## src/rtl/cd101_pkg.sv

```systemverilog
// Shared ADSR definitions: default envelope width and state codes.
// Used by adsr_ctrl and sat_step.
package cd101_pkg;

  localparam int W_DEF = 8;

  localparam logic [2:0] ST_IDLE    = 3'd0;
  localparam logic [2:0] ST_ATTACK  = 3'd1;
  localparam logic [2:0] ST_DECAY   = 3'd2;
  localparam logic [2:0] ST_SUSTAIN = 3'd3;
  localparam logic [2:0] ST_RELEASE = 3'd4;

endpackage

```

## src/rtl/adsr_ctrl_sat_step.sv

```systemverilog
// sat_step: one saturating envelope step toward a bound.
// Adds or subtracts rate and clamps at bound, flagging arrival.
module sat_step
  import cd101_pkg::*;
#(
  parameter int W = W_DEF
) (
  input  logic [W-1:0] val,
  input  logic [W-1:0] rate,
  input  logic [W-1:0] bound,
  input  logic         sub,
  output logic [W-1:0] res,
  output logic         reach
);

  logic [W:0]        sum;
  logic signed [W:0] diff;

  always_comb begin
    sum   = {1'b0, val} + {1'b0, rate};
    diff  = $signed({1'b0, val}) - $signed({1'b0, rate});
    res   = val;
    reach = 1'b0;
    // A zero rate freezes the level and never counts as arriving.
    if (rate != '0) begin
      if (sub) begin
        if (diff <= $signed({1'b0, bound})) begin
          res   = bound;
          reach = 1'b1;
        end else begin
          res = diff[W-1:0];
        end
      end else begin
        if (sum >= {1'b0, bound}) begin
          res   = bound;
          reach = 1'b1;
        end else begin
          res = sum[W-1:0];
        end
      end
    end
  end

endmodule

```

## src/rtl/adsr_ctrl.sv

```systemverilog
// ADSR envelope controller with gate edge detection and tick stepping.
// Define ADSR_RETRIGGER_EN for hard retrigger (env cleared on rise).
module adsr_ctrl
  import cd101_pkg::*;
#(
  parameter int W = W_DEF
) (
  input  logic         clk,
  input  logic         arst,
  input  logic         tick,
  input  logic         gate,
  input  logic [W-1:0] attack_rate,
  input  logic [W-1:0] decay_rate,
  input  logic [W-1:0] sustain_level,
  input  logic [W-1:0] release_rate,
  output logic [W-1:0] env,
  output logic [2:0]   state,
  output logic         active
);

  logic [W-1:0] env_q, env_d;
  logic [2:0]   st_q, st_d;
  logic         gate_q;
  logic         rise, fall;

  logic [W-1:0] s_rate, s_bound, s_res;
  logic         s_sub, s_reach;

  assign rise = gate & ~gate_q;
  assign fall = ~gate & gate_q;

  always_comb begin
    s_rate  = release_rate;
    s_bound = '0;
    s_sub   = 1'b1;
    case (st_q)
      ST_ATTACK: begin
        s_rate  = attack_rate;
        s_bound = '1;
        s_sub   = 1'b0;
      end
      ST_DECAY: begin
        s_rate  = decay_rate;
        s_bound = sustain_level;
      end
      default: ;
    endcase
  end

  sat_step #(.W(W)) u_step (
    .val   (env_q),
    .rate  (s_rate),
    .bound (s_bound),
    .sub   (s_sub),
    .res   (s_res),
    .reach (s_reach)
  );

  always_comb begin
    st_d  = st_q;
    env_d = env_q;
    if (rise) begin
      st_d = ST_ATTACK;
`ifdef ADSR_RETRIGGER_EN
      env_d = '0;
`endif
    end else if (fall && (st_q == ST_ATTACK ||
                          st_q == ST_DECAY ||
                          st_q == ST_SUSTAIN)) begin
      st_d = ST_RELEASE;
    end else begin
      case (st_q)
        ST_IDLE: env_d = '0;
        ST_SUSTAIN: env_d = sustain_level;
        ST_ATTACK: if (tick) begin
          env_d = s_res;
          if (s_reach) st_d = ST_DECAY;
        end
        ST_DECAY: if (tick) begin
          env_d = s_res;
          if (s_reach) st_d = ST_SUSTAIN;
        end
        ST_RELEASE: if (tick) begin
          env_d = s_res;
          if (s_reach) st_d = ST_IDLE;
        end
        default: begin
          st_d  = ST_IDLE;
          env_d = '0;
        end
      endcase
    end
  end

  always_ff @(posedge clk or posedge arst) begin
    if (arst) begin
      st_q   <= ST_IDLE;
      env_q  <= '0;
      gate_q <= 1'b0;
    end else begin
      st_q   <= st_d;
      env_q  <= env_d;
      gate_q <= gate;
    end
  end

  assign env    = env_q;
  assign state  = st_q;
  assign active = (st_q != ST_IDLE);

endmodule

```

## config.mk

```make
export PLATFORM = sky130hd
export DESIGN_NAME = adsr_ctrl
export DESIGN_NICKNAME = d
export VERILOG_FILES = /design/src/rtl/cd101_pkg.sv /design/src/rtl/adsr_ctrl_sat_step.sv /design/src/rtl/adsr_ctrl.sv
export SDC_FILE = /design/constraint.sdc
export NUM_CORES = 1
export LEC_CHECK = 0
export CAP_MARGIN = 20
export CORE_ASPECT_RATIO = 2
export CORE_MARGIN = 2
export CORE_UTILIZATION = 48
export CTS_BUF_LIST = sky130_fd_sc_hd__clkbuf_8 sky130_fd_sc_hd__clkbuf_16
export CTS_CLUSTER_DIAMETER = 80
export DETAILED_ROUTE_END_ITERATION = 6
export PLACE_DENSITY = 0.79
export SLEW_MARGIN = 10
export SYNTH_ARGS = -nofsm -noshare
export SYNTH_HDL_FRONTEND = slang
export SYNTH_SLANG_ARGS = --single-unit
```

## constraint.sdc

```tcl
create_clock -name clk -period 4.4 [get_ports clk]
set_input_delay 1.1 -clock clk [delete_from_list [all_inputs] [get_ports clk]]
set_output_delay 1.1 -clock clk [all_outputs]
set_load 0.05 [all_outputs]
```

==> impl_summary.md <==
Outcome
The run finished, with violations left. The final reports fail on setup timing.

Floorplanning
48 I/O pins were placed. The floorplan core area is roughly 4600 sq um. The die is roughly 53 microns wide.

In this run the core area contains 35 standard-cell rows. The height of the die is ~100 microns. The die covers around 5400 sq um. The effective utilization at floorplan is between 40% and 50%.

Clock network
Clock tree synthesis found a total of 12 sinks. In this run, CTS created clock tree buffers numbering 3. The root buffer cell chosen for the clock tree is sky130_fd_sc_hd__clkbuf_8. The clock reaches the later pin of the worst-skew pair after 0.26 ns. The largest buffer count on any clock path is 2.

TritonCTS built the clock tree. After clock tree synthesis, the clock-pin slew on the worst setup and hold paths is approximately 0.070 ns. In this run the number of H-tree levels came out at 1. The number of hold buffers added after CTS is 0.

STA
Setup violations remaining at the end of the flow were counted as 11. The number of hold violations in the final report is 0. The worst clock skew on the final layout is roughly 0.0092 ns.

The worst slew slack as a fraction of its limit is 30.8%. For the pin with the worst max-slew slack, the measured transition is around 1.0 ns. Subtracting the final worst setup slack from the clock period gives between 5 and 6 ns. Dividing the final minimum period by the clock period gives 116%. The maximum clock rate is slightly below 200 MHz. The max-slew violation total from the final report is 0. Setup repair after global routing could not meet its margin everywhere. Setup slack on the critical path of the routed design comes to -0.706 ns.

Yosys
The mapped netlist covers 2320 sq um. For this run, asynchronously set or reset flops after synthesis account for 100%. The dominant combinational cell family by area after synthesis is compound AO/OA/AOI/OAI gates. After synthesis, the largest area contributor takes up between 15 and 20% of total cell area. The area fraction in and, or, nand and nor cells after synthesis is 24.3%. The average cell area after synthesis is ~7.3 sq um. The top cell type by total area after synthesis is sky130_fd_sc_hd__ha_1. The synthesized netlist devotes 32.2% of its cell area to compound gates. The synthesis warning total is 0. After Yosys synthesis, XOR and XNOR cells account for roughly 3.8% of the synthesized area. In the synthesized netlist the dominant register cell turns out to be sky130_fd_sc_hd__dfrtp_1. Sorting the synthesized cells by area gives the leading types as sky130_fd_sc_hd__ha_1 (17%), sky130_fd_sc_hd__dfrtp_1 (13%), sky130_fd_sc_hd__nand2_1 (6.2%), sky130_fd_sc_hd__o211ai_1 (4.5%), sky130_fd_sc_hd__nor2_1 (4.2%). In the synthesized netlist, the number of instances is 316. The number of nets handed over by synthesis was 386. The portion of the post-synthesis area used by sequential elements is between 10 and 15%. In this run, synthesis produced a sequential element count of 12. Summing the areas of all fa, ha and maj instances in the mapped netlist gives 19.0% of the synthesized area.

The synthesized design contains 0 enable-type register cells. The post-synthesis cell type count is 52. After synthesis, the share of cell area in mux cells is 0.432%.

Cells and area
After the last flow step, the layout net total stands at between 500 and 600. The finished layout holds roughly 490 standard cells, fillers aside. The commonest non-fill, non-tap cell in the layout is sky130_fd_sc_hd__buf_4. The number of antenna diodes in the final layout is 0.

Of the cells placed in the final design, the portion with a size suffix greater than 1 is between 30% and 40%. Compared with the post-synthesis result, the final layout area differs by 67.3%. Leaving out fill and tap cells, the most frequent cells in the layout are sky130_fd_sc_hd__buf_4 (80), sky130_fd_sc_hd__nand2_1 (35), sky130_fd_sc_hd__clkdlybuf4s50_1 (30), sky130_fd_sc_hd__nor2_1 (26), sky130_fd_sc_hd__ha_1 (24).

GRT
The first-pass GRT wire length is between 15000 and 20000 microns. The number of antenna violations at the first check in global routing was 0. Global routing consumed, over all layers together, about 45% of the routing resources. The maximum number of pins on one net before global-route repair is 24. The residual overflow from global routing is 0.

The number of global-route vias before repair came to ~3.5k.

Place
OpenSTA, run right after detailed placement, puts the worst setup slack at -1.09 ns. Port buffering added 47 buffers. Once placement completed, the tool counted placed cells totaling about 470. The final HPWL from detailed placement is between 6000 and 7000 microns.

The routability-driven placement congestion ratio is around 0.95.

Flow run
Across the run, the number of max-cap violations was 0.

Min path
The min-delay analysis places its worst path in the category register to register. The instance count along the most critical hold path is 1. The path with the worst hold slack has its endpoint at env[6]. The critical hold path startpoint is env[6].

Route
In the routed layout, each cell is associated on average with a via count of roughly 7.0. Across all layers, the routed design uses 3438 vias. The overall routed net length is between 10000 and 15000 microns. In the routed design, unresolved DRC markers number 0. In this run the remaining antenna-violating nets after routing total 0.

The wire length per cell after detailed routing is approximately 25 microns. Before antenna repair, the detailed router went through 6 iterations. The iteration-0 DRC count of the detailed router is ~340.

Critical path
The endpoint of the worst-slack reg-to-reg timing path is env[5]. The number of cells on the worst reg-to-reg path is 20. The largest fanout on the critical path is 3. The critical path is of the input port to register type. Data arrives at the worst endpoint at approximately 5.3 ns. The reg-to-reg setup timing slack is -0.39 ns. STA classifies the critical path startpoint as an input port. At the worst endpoint, the required time is ~4.6 ns. The startpoint identified for the worst register-to-register timing path is state[1]. The worst setup path is captured at a register.
-- state kept, by name, indices dropped and copies added, names as in the netlist --
register,count
gate_q,1
env,8
state,3
-- repair_timing --
item / CTS / global route
setup endpoints to repair: 11 / 11
buffers inserted: 20 / 4
resized for setup: 84 / 15
pin swaps: 54 / 29
-- how the worst max path moves through the flow --
stage / end / startpoint / depth (start not counted) / slack (ns)
2_1_floorplan: state[0] / release_rate[4] / 19 / -0.06
3_3_place_gp: state[1] / release_rate[2] / 21 / -0.97
3_5_place_dp: state[1] / release_rate[2] / 21 / -1.09
4_1_cts: state[1] / release_rate[0] / 22 / -0.32
5_1_grt: env[6] / decay_rate[3] / 22 / -0.74
6_report: env[0] / release_rate[6] / 20 / -0.71
-- routing by layer --
metal	share of wire [%]	up-vias	track usage (%)
met5	0	-	2.08
met4	12	0	44.0
met3	11	138	17.3
met2	48	315	72.3
met1	30	1575	39.9
li1	-	1410	-
-- Yosys cell counts (2+ instances only) --
library cell / number
sky130_fd_sc_hd__fa_1: 2
sky130_fd_sc_hd__nand2b_1: 6
sky130_fd_sc_hd__o21ai_0: 8
sky130_fd_sc_hd__a211oi_1: 3
sky130_fd_sc_hd__or3_1: 2
sky130_fd_sc_hd__and3_1: 3
sky130_fd_sc_hd__o22a_1: 8
sky130_fd_sc_hd__o211ai_1: 14
sky130_fd_sc_hd__ha_1: 32
sky130_fd_sc_hd__inv_1: 20
sky130_fd_sc_hd__nor2b_1: 13
sky130_fd_sc_hd__nand3_1: 5
sky130_fd_sc_hd__buf_1: 2
sky130_fd_sc_hd__nor2_1: 26
sky130_fd_sc_hd__inv_2: 2
sky130_fd_sc_hd__buf_4: 3
sky130_fd_sc_hd__a31oi_1: 9
sky130_fd_sc_hd__nor3b_1: 2
sky130_fd_sc_hd__buf_2: 9
sky130_fd_sc_hd__nor3_1: 14
sky130_fd_sc_hd__o221ai_1: 7
sky130_fd_sc_hd__o21a_1: 3
sky130_fd_sc_hd__o22ai_1: 6
sky130_fd_sc_hd__o21ai_1: 7
sky130_fd_sc_hd__xor2_1: 3
sky130_fd_sc_hd__dfrtp_1: 12
sky130_fd_sc_hd__a21o_1: 2
sky130_fd_sc_hd__nand2_1: 38
sky130_fd_sc_hd__o21bai_1: 4
sky130_fd_sc_hd__xnor2_1: 7
sky130_fd_sc_hd__a21oi_1: 16
sky130_fd_sc_hd__clkbuf_1: 3
sky130_fd_sc_hd__nand4_1: 6
-- layout make-up --
type	count	area [sq um]
Timing Repair Buffer	136	1150
Tap cell	55	68.8
Sequential cell	12	300
Inverter	22	82.6
Fill cell	237	764
Clock buffer	4	55.1
Multi-Input combinational cell	265	2220
-- kinds of logic after synthesis --
group,count (synthesis)
adders and majority gates,34
AOI/OAI and AO/OA,102
buffers and inverters,39
DFF,12
muxes,1
and+or+nand+nor,118
xor gates and xnor gates,10
-- metrics by stage --
step                cell area [sq um]  util, %  hold slack [ns]  setup TNS (ns)
floorplan                        2400        -            0.566          -0.119
global placement                 3340     72.0            0.555           -8.44
global route                     3880     83.5            0.604           -7.71
CTS                              3780     81.3            0.582           -2.58
detailed placement               3340     72.0            0.569           -9.61
finish                           3880     83.5            0.579           -7.33
-- critical path: stages --
cell                              delay (ns)
sky130_fd_sc_hd__clkdlybuf4s50_1        0.61
sky130_fd_sc_hd__nor2b_1                0.10
sky130_fd_sc_hd__o21ai_1                0.32
sky130_fd_sc_hd__o221ai_4               0.22
sky130_fd_sc_hd__ha_1                   0.25
sky130_fd_sc_hd__or3b_4                 0.40
sky130_fd_sc_hd__nand2_4                0.10
sky130_fd_sc_hd__a21oi_2                0.05
sky130_fd_sc_hd__xnor2_2                0.20
sky130_fd_sc_hd__ha_1                   0.30
sky130_fd_sc_hd__nand4_1                0.10
sky130_fd_sc_hd__nor2_1                 0.05
sky130_fd_sc_hd__a211o_2                0.28
sky130_fd_sc_hd__or3_4                  0.40
sky130_fd_sc_hd__buf_6                  0.15
sky130_fd_sc_hd__nor2_4                 0.14
sky130_fd_sc_hd__buf_4                  0.13
sky130_fd_sc_hd__a21oi_2                0.03
sky130_fd_sc_hd__o21bai_1               0.19
sky130_fd_sc_hd__a31oi_1                0.11
Power is not shown: default switching activity piles up to over one toggle a cycle in this logic, so the estimate is an artifact.
